### src/rtl/pipeline_stall_controller_pkg.sv
// Shared types and widths for the pipeline stall/flush sequencer.
// Used by pipeline_stall_controller and stall_watchdog.
package pipeline_stall_controller_pkg;

    typedef enum logic {
        RUN    = 1'b0,
        MULDIV = 1'b1
    } state_t;

    // Sized for MULDIV_LATENCY up to 63 and MEM_TIMEOUT up to 255.
    localparam int MULDIV_CNT_W = 6;
    localparam int WAIT_CNT_W   = 8;

    // Bit positions of the ID/EX control bundle cleared by ControlSignalSelector.
    localparam int CTRL_REG_WRITE  = 0;
    localparam int CTRL_MEM_TO_REG = 1;
    localparam int CTRL_MEM_READ   = 2;
    localparam int CTRL_MEM_WRITE  = 3;
    localparam int CTRL_BRANCH     = 4;
    localparam int CTRL_ALU_SRC    = 5;
    localparam int CTRL_REG_DST    = 6;
    localparam int CTRL_ALU_OP_LO  = 7;
    localparam int CTRL_ALU_OP_HI  = 8;
    localparam int CTRL_W          = 9;

endpackage

### src/rtl/pipeline_stall_controller_watchdog.sv
// stall_watchdog: counts consecutive data-memory wait cycles and raises a
// sticky timeout flag once MEM_TIMEOUT consecutive waits have elapsed.
module stall_watchdog
    import pipeline_stall_controller_pkg::*;
#(
    parameter int MEM_TIMEOUT = 15
) (
    input  logic clk,
    input  logic rst,
    input  logic mem_stall,
    output logic dmem_timeout
);

    localparam logic [WAIT_CNT_W-1:0] LIMIT = WAIT_CNT_W'(MEM_TIMEOUT);

    logic [WAIT_CNT_W-1:0] wait_cnt;
    logic [WAIT_CNT_W-1:0] wait_next;

    assign wait_next = (wait_cnt == LIMIT) ? wait_cnt : wait_cnt + 1'b1;

    always_ff @(posedge clk or posedge rst) begin
        if (rst) begin
            wait_cnt     <= '0;
            dmem_timeout <= 1'b0;
        end else if (mem_stall) begin
            wait_cnt <= wait_next;
            if (wait_next == LIMIT)
                dmem_timeout <= 1'b1;
        end else begin
            wait_cnt <= '0;
        end
    end

endmodule

### src/rtl/pipeline_stall_controller.sv
// Stall/flush sequencer for the 5-stage pipeline: merges load-use, branch,
// mul/div occupancy and memory wait. Optional perf counters: STALL_PERF_CNT_EN.
module pipeline_stall_controller
    import pipeline_stall_controller_pkg::*;
#(
    parameter int MULDIV_LATENCY = 4,
    parameter int MEM_TIMEOUT    = 15
) (
    input  logic        clk,
    input  logic        rst,
    input  logic        load_use_hazard,
    input  logic        branch_taken_ex,
    input  logic        muldiv_start,
    input  logic        dmem_req,
    input  logic        dmem_ready,
    output logic        PCWrite,
    output logic        IF_ID_Write,
    output logic        ID_EX_Write,
    output logic        EX_MEM_Write,
    output logic        MEM_WB_Write,
    output logic        ControlSignalSelector,
    output logic        EX_MEM_Bubble,
    output logic        IF_ID_Flush,
    output logic        ID_EX_Flush,
    output logic        muldiv_busy,
    output logic        muldiv_done,
    output logic        dmem_timeout,
    output logic [31:0] stall_count,
    output logic [31:0] flush_count
);

    localparam logic MULTI_CYCLE = (MULDIV_LATENCY > 1);
    localparam logic SINGLE_CYC  = (MULDIV_LATENCY == 1);
    localparam logic TWO_CYC     = (MULDIV_LATENCY == 2);
    localparam logic [MULDIV_CNT_W-1:0] MCNT_LOAD = MULDIV_CNT_W'(MULDIV_LATENCY - 2);

    state_t                  state;
    logic [MULDIV_CNT_W-1:0] mcnt;
    logic                    done_flag;
    logic                    mem_stall;
    logic                    start_multi;
    logic                    finish_now;

    assign mem_stall   = dmem_req & ~dmem_ready;
    assign start_multi = muldiv_start & ~done_flag & MULTI_CYCLE;
    assign finish_now  = muldiv_start & (done_flag | SINGLE_CYC);

    always_comb begin
        PCWrite               = 1'b1;
        IF_ID_Write           = 1'b1;
        ID_EX_Write           = 1'b1;
        EX_MEM_Write          = 1'b1;
        MEM_WB_Write          = 1'b1;
        ControlSignalSelector = 1'b0;
        EX_MEM_Bubble         = 1'b0;
        IF_ID_Flush           = 1'b0;
        ID_EX_Flush           = 1'b0;
        muldiv_busy           = 1'b0;
        muldiv_done           = 1'b0;
        if (rst) begin
            PCWrite      = 1'b0;
            IF_ID_Write  = 1'b0;
            ID_EX_Write  = 1'b0;
            EX_MEM_Write = 1'b0;
            MEM_WB_Write = 1'b0;
        end else if (mem_stall) begin
            PCWrite      = 1'b0;
            IF_ID_Write  = 1'b0;
            ID_EX_Write  = 1'b0;
            EX_MEM_Write = 1'b0;
            MEM_WB_Write = 1'b0;
            muldiv_busy  = (state == MULDIV);
        end else if (state == MULDIV || start_multi) begin
            PCWrite       = 1'b0;
            IF_ID_Write   = 1'b0;
            ID_EX_Write   = 1'b0;
            EX_MEM_Bubble = 1'b1;
            muldiv_busy   = 1'b1;
        end else if (finish_now) begin
            muldiv_done = 1'b1;
        end else if (branch_taken_ex) begin
            IF_ID_Flush = 1'b1;
            ID_EX_Flush = 1'b1;
        end else if (load_use_hazard) begin
            PCWrite               = 1'b0;
            IF_ID_Write           = 1'b0;
            ControlSignalSelector = 1'b1;
        end
    end

    // A memory wait freezes the sequencer entirely, so the freeze stretches by the wait.
    always_ff @(posedge clk or posedge rst) begin
        if (rst) begin
            state     <= RUN;
            mcnt      <= '0;
            done_flag <= 1'b0;
        end else if (!mem_stall) begin
            case (state)
                RUN: begin
                    if (start_multi) begin
                        if (TWO_CYC) begin
                            done_flag <= 1'b1;
                        end else begin
                            mcnt  <= MCNT_LOAD;
                            state <= MULDIV;
                        end
                    end else if (finish_now) begin
                        done_flag <= 1'b0;
                    end
                end
                MULDIV: begin
                    if (mcnt == MULDIV_CNT_W'(1)) begin
                        done_flag <= 1'b1;
                        state     <= RUN;
                    end
                    mcnt <= mcnt - 1'b1;
                end
                default: state <= RUN;
            endcase
        end
    end

    stall_watchdog #(
        .MEM_TIMEOUT (MEM_TIMEOUT)
    ) u_watchdog (
        .clk          (clk),
        .rst          (rst),
        .mem_stall    (mem_stall),
        .dmem_timeout (dmem_timeout)
    );

`ifdef STALL_PERF_CNT_EN
    always_ff @(posedge clk or posedge rst) begin
        if (rst) begin
            stall_count <= '0;
            flush_count <= '0;
        end else begin
            if (!PCWrite)
                stall_count <= stall_count + 32'd1;
            if (IF_ID_Flush)
                flush_count <= flush_count + 32'd1;
        end
    end
`else
    assign stall_count = '0;
    assign flush_count = '0;
`endif

    a_no_muldiv_with_branch: assert property (
        @(posedge clk) disable iff (rst) !(muldiv_start && branch_taken_ex)
    );

endmodule

### config.mk
export PLATFORM = sky130hd
export DESIGN_NAME = pipeline_stall_controller
export DESIGN_NICKNAME = d
export VERILOG_FILES = /design/src/rtl/pipeline_stall_controller_pkg.sv /design/src/rtl/pipeline_stall_controller_watchdog.sv /design/src/rtl/pipeline_stall_controller.sv
export SDC_FILE = /design/constraint.sdc
export NUM_CORES = 1
export LEC_CHECK = 0
export CORE_MARGIN = 2
export CORE_UTILIZATION = 40
export CTS_BUF_LIST = sky130_fd_sc_hd__clkbuf_4 sky130_fd_sc_hd__clkbuf_8
export DETAILED_ROUTE_END_ITERATION = 8
export GPL_ROUTABILITY_DRIVEN = 1
export GPL_TIMING_DRIVEN = 0
export PLACE_DENSITY_LB_ADDON = 0.12
export SLEW_MARGIN = 20
export SYNTH_ARGS = -nofsm -noshare
export SYNTH_HDL_FRONTEND = slang
export SYNTH_SLANG_ARGS = --single-unit
### constraint.sdc
create_clock -name clk -period 2.2 [get_ports clk]
set_clock_uncertainty 0.1 [all_clocks]
set_input_delay 0.55 -clock clk [delete_from_list [all_inputs] [get_ports clk]]
set_output_delay 0.55 -clock clk [all_outputs]
set_load 0.05 [all_outputs]
* Word-level counts from Yosys, hierarchy flattened
Cells that the tools add are included.
** Operators by class
- Add/subtract/negate cells :: 2
- Equality and inequality tests :: 7
- Multiplexer cells :: 42
- Bitwise operators :: 7
- Reduce and logical (&&, ||, !) cells :: 4
** Operators with widths (count)
- 1-bit 2-to-1 mux :: 36
- 8-bit by 4-bit == test with 1-bit output (second input constant) :: 2
- 8-bit 2-to-1 mux :: 2
- 6-bit one-hot mux with 2 select lines :: 1
- 8-bit by 1-bit adder with 8-bit output (second input constant) :: 1
- 6-bit by 1-bit == test with 1-bit output (second input constant) :: 1
- 6-bit 2-to-1 mux :: 1
- 2-bit != test (second input constant) :: 3
- 6-bit by 1-bit subtractor with 6-bit output (second input constant) :: 1
- 1-bit inverter :: 4
- 1-bit one-hot mux with 2 select lines :: 2
- 2-bit AND reduction :: 2
- 4-bit AND reduction :: 1
- 1-bit bitwise AND :: 3
- 2-bit by 1-bit != test with 1-bit output (second input constant) :: 1
- 1-bit logical OR :: 1
** Word-level totals
- Flip-flop bits (word level) :: 17
- Bits of input ports :: 7
- Output and inout port bits :: 76
- Logic and storage cells :: 67

* Longest topological paths before layout
- Depth after elaboration :: 6
- Gate-level depth with buffers :: 6
- Mapped depth without buffers :: 6

* Hierarchy
Synthesis repeated with hierarchy kept, for this count alone.
** Unflattened totals
- Cell total of the unflattened synthesis :: 184
- Area total of the unflattened synthesis :: 1587.8 um^2
** By module, submodules not included
- pipeline_stall_controller :: times used 1, cells an instance 127, area each 1031.0 um^2, seq. area each 200.2 um^2
- stall_watchdog :: times used 1, cells an instance 57, area each 556.8 um^2, seq. area each 225.2 um^2

* Least setup slack after synthesis
Ideal clock, no wire load.
- Kind :: input to output
- From :: input port dmem_req
- To :: output port PCWrite
- Arrival time :: 2.886 ns
- Required time :: 1.550 ns
- Slack :: -1.336 ns
- Cell stages on the path :: 5
- Path buffers :: 1
- Cell sequence :: nor2b_1 -> nor2_1 -> nand2_1 -> a31oi_1 -> buf_4
** Between the ends
- Cells in the longest elaborated chain, start to end :: 3
** RTL lines
- start: declaration :: line pipeline_stall_controller.sv:14 : input logic dmem_req,
- 1-bit bitwise AND :: line pipeline_stall_controller.sv:44 : assign mem_stall = dmem_req & ~dmem_ready;
- 1-bit 2-to-1 mux (2 in series)
- end: declaration :: line pipeline_stall_controller.sv:16 : output logic PCWrite,
No other way between the ends.

* Worst setup path in the final report
- From :: input port branch_taken_ex
- To :: output port IF_ID_Write
** Between the ends
- Cells in the longest elaborated chain, start to end :: 5
** RTL lines
- start: declaration :: line pipeline_stall_controller.sv:12 : input logic branch_taken_ex,
- 1-bit 2-to-1 mux :: line pipeline_stall_controller.sv:81 : end else if (branch_taken_ex) begin
- 1-bit 2-to-1 mux :: line pipeline_stall_controller.sv:79 : end else if (finish_now) begin
- 1-bit 2-to-1 mux :: line pipeline_stall_controller.sv:73 : end else if (state == MULDIV || start_multi) begin
- 1-bit 2-to-1 mux :: line pipeline_stall_controller.sv:66 : end else if (mem_stall) begin
- 1-bit 2-to-1 mux :: line pipeline_stall_controller.sv:60 : if (rst) begin
- end: declaration :: line pipeline_stall_controller.sv:17 : output logic IF_ID_Write,
No other way between the ends.

==> results.yml <==
outcome:
  status: "completed"
critical_path:
  path_class: "in2out"
  critPathArrivalTime_ns: 1.51
  worstPathRequired_ns: 1.55
  r2r_setup_slack_ns: 0.16
  endpoint_kind: "primary output"
  startpoint_type: "primary input"
  crit_path_max_fanout: 2
floorplan:
  die_w_um: 66.1
  die-area_sq_um: 4370
  initial_core_util: 0.419
  die_h_um: 66.1
  row_count: 22
  ios: 83
  core_sq_um: 3690
grt:
  track_usage: 0.134
  antenna_found_initial: 0
  grt_pass1_wl_mm: 4.63
  overflow: 0
  grt_max_degree: 18
  grt_pass1_vias: 1026
synthesis:
  synth-main-ff-cell: "dfrtp_1"
  synth_seq_area_share: 0.276
  synth_seq_cells: 17
  syn_avg_cell_area_sq_um: 8.21
  syn-cell-area_sq_um: 1540
  ys_warn_count: 0
  synth_cell_type_count: 37
  synthArstFlopShare: 1.00
  synth-edff-count: 0
  syn_inst: 188
drt:
  drt_iter0_drc: 50
  viasPerCell: 4.03
  first_pass_iters: 4
  via_count: 1307
  antenna_left: 0
  drc: 0
  wl_mm: 2.96
  routedWlPerCell_um: 9.13
clocking:
  clk_latency_ns: 0.25
  clockBufferDepth: 2
  cts_htree_levels: 1
  clkTransAtPathRegs_ns: 0.07
  cts_buffers: 3
  cts_tree: "done"
  cts_root_buffer: "clkbuf_8"
  clock_sinks: 17
  cts_hold_buffers: 0
placement:
  dp.cells: 317
  io_buffers: 18
  preCtsSetupSlack_ns: -1.23
  hpwlAfterDp_mm: 2.24
  place_congestion: 0.764
timing:
  layout_min_cycle_time_ns: 2.16
  setup_violations: 0
  setup_slack_ns: 0.0376
  report.final.slew_viol_count: 0
  hold_viol: 0
  tightest_slew_ns: 0.684
  relSlewSlack: 0.543
  fin_crit_sh: 0.983
  fmax_mhz: 462
finish:
  n_antenna_cell: 0
  final_layout_size_suffix_gt1_frac: 0.399
  finalNonFillerCells: 324
  area_growth_pct: 40.2
  final_common_cell: "buf_4"
  final_cell_mix: "buf_4, conb_1, dfrtp_1, nand2_1"
  nets: 287
pwr:
  power_density_nw_per_um2: 703
  leakage_nw: 1.19
  max-vdd-ir-drop_uv: 339
hold_path:
  hp-class: "in2async"
run:
  cap_violations: 0
cells in the mapped netlist, drive strengths merged (3+ instances only):
cell / count / area [sq um]
inv: 7 / 26.3
o211ai: 3 / 22.5
and4: 3 / 27.5
nand2: 11 / 41.3
o2111ai: 3 / 26.3
o21ai: 6 / 33.8
or3: 3 / 18.8
ha: 3 / 37.5
clkbuf: 3 / 11.3
nand3: 3 / 20.0
buf: 70 / 518
xor2: 3 / 26.3
a21oi: 9 / 45.0
dfrtp: 17 / 425
nor2: 12 / 45.0
a31oi: 3 / 18.8
nor3: 6 / 30.0
and3: 3 / 18.8
report_power, final:
group | leakage (nW) | switching (mW) | internal (mW)
logic | 0.953 | 0.515 | 0.261
registers | 0.215 | 0.105 | 0.390
clock network | 0.0262 | 0.110 | 0.141
total | 1.19 | 0.730 | 0.792
cell families (layout without fill, tap and decap cells):
logic type	count (synthesis)	in the layout	synth area share
compound gates	32	32	0.137
xor+xnor	4	4	0.0227
fa+ha+maj	3	3	0.0243
buf+inv	80	105	0.360
flops	17	17	0.276
mux	1	1	0.00648
other cells	1	64	0.00243
simple gates	50	50	0.172
sequential cells by signal, indices dropped and copies added, names as in the netlist:
signal                   flops
mcnt                         6
u_watchdog.dmem_timeout      1
state                        1
done_flag                    1
u_watchdog.wait_cnt          8
through the flow:
step           setup TNS, ns  hold WS [ns]  total power, mW  area, sq um   util
2_1_floorplan          -1.00         0.376             1.11         1840      -
3_3_place_gp          -11.07         0.417             1.23         2080  0.565
3_5_place_dp          -10.89         0.419             1.24         2080  0.565
4_1_cts                    0         0.434             1.50         2150  0.582
5_1_grt             -0.00471         0.419             1.62         2160  0.587
6_report                   0         0.350             1.52         2160  0.587
worst max-delay path, stage by stage:
cell and delay [ns]:
clkdlybuf4s50_1 0.47, inv_1 0.07, a31oi_4 0.13, buf_2 0.29
per-layer routing:
| metal | track usage | vias up | share of wire | routed length [um] |
|---|---|---|---|---|
| met2 | 0.218 | 43 | 0.51 | 1500 |
| met3 | 0.0358 | 4 | 0.072 | 212 |
| met5 | 0 | - | 0 | 0 |
| met4 | 0.0306 | 0 | 0.0068 | 20 |
| li1 | - | 685 | - | - |
| met1 | 0.176 | 575 | 0.41 | 1220 |
layout make-up:
type                            count  area (sq um)
Fill cell                         354          1520
Inverter                            7          30.0
Tap cell                           48          60.1
Timing Repair Buffer               22           188
Multi-Input combinational cell    154           873
Buffer                             72           537
Sequential cell                    17           428
Clock buffer                        4          48.8
what timing repair did:
| item | in CTS | in global routing |
|---|---|---|
| setup endpoints to repair | 11 | 5 |
| gates cloned | 0 | 0 |
| pin swaps | 3 | 3 |
| gates resized for setup | 73 | 7 |
| setup buffers | 3 | 1 |
final timing paths:
check | from | to | cells after the start
max in group asynchronous | rst | done_flag$_DFFE_PP0P_ | 2
min in group clk | mcnt[0]$_DFFE_PP0P_ | mcnt[0]$_DFFE_PP0P_ | 2
worst max-delay path | branch_taken_ex | IF_ID_Write | 4
worst max register to register | u_watchdog.wait_cnt[0]$_DFF_PP0_ | u_watchdog.dmem_timeout$_DFFE_PP0P_ | 6
worst min register to register | mcnt[0]$_DFFE_PP0P_ | mcnt[0]$_DFFE_PP0P_ | 2
worst min-delay path | rst | u_watchdog.dmem_timeout$_DFFE_PP0P_ | 2
Note: power is estimated with default switching activity, not from simulation.
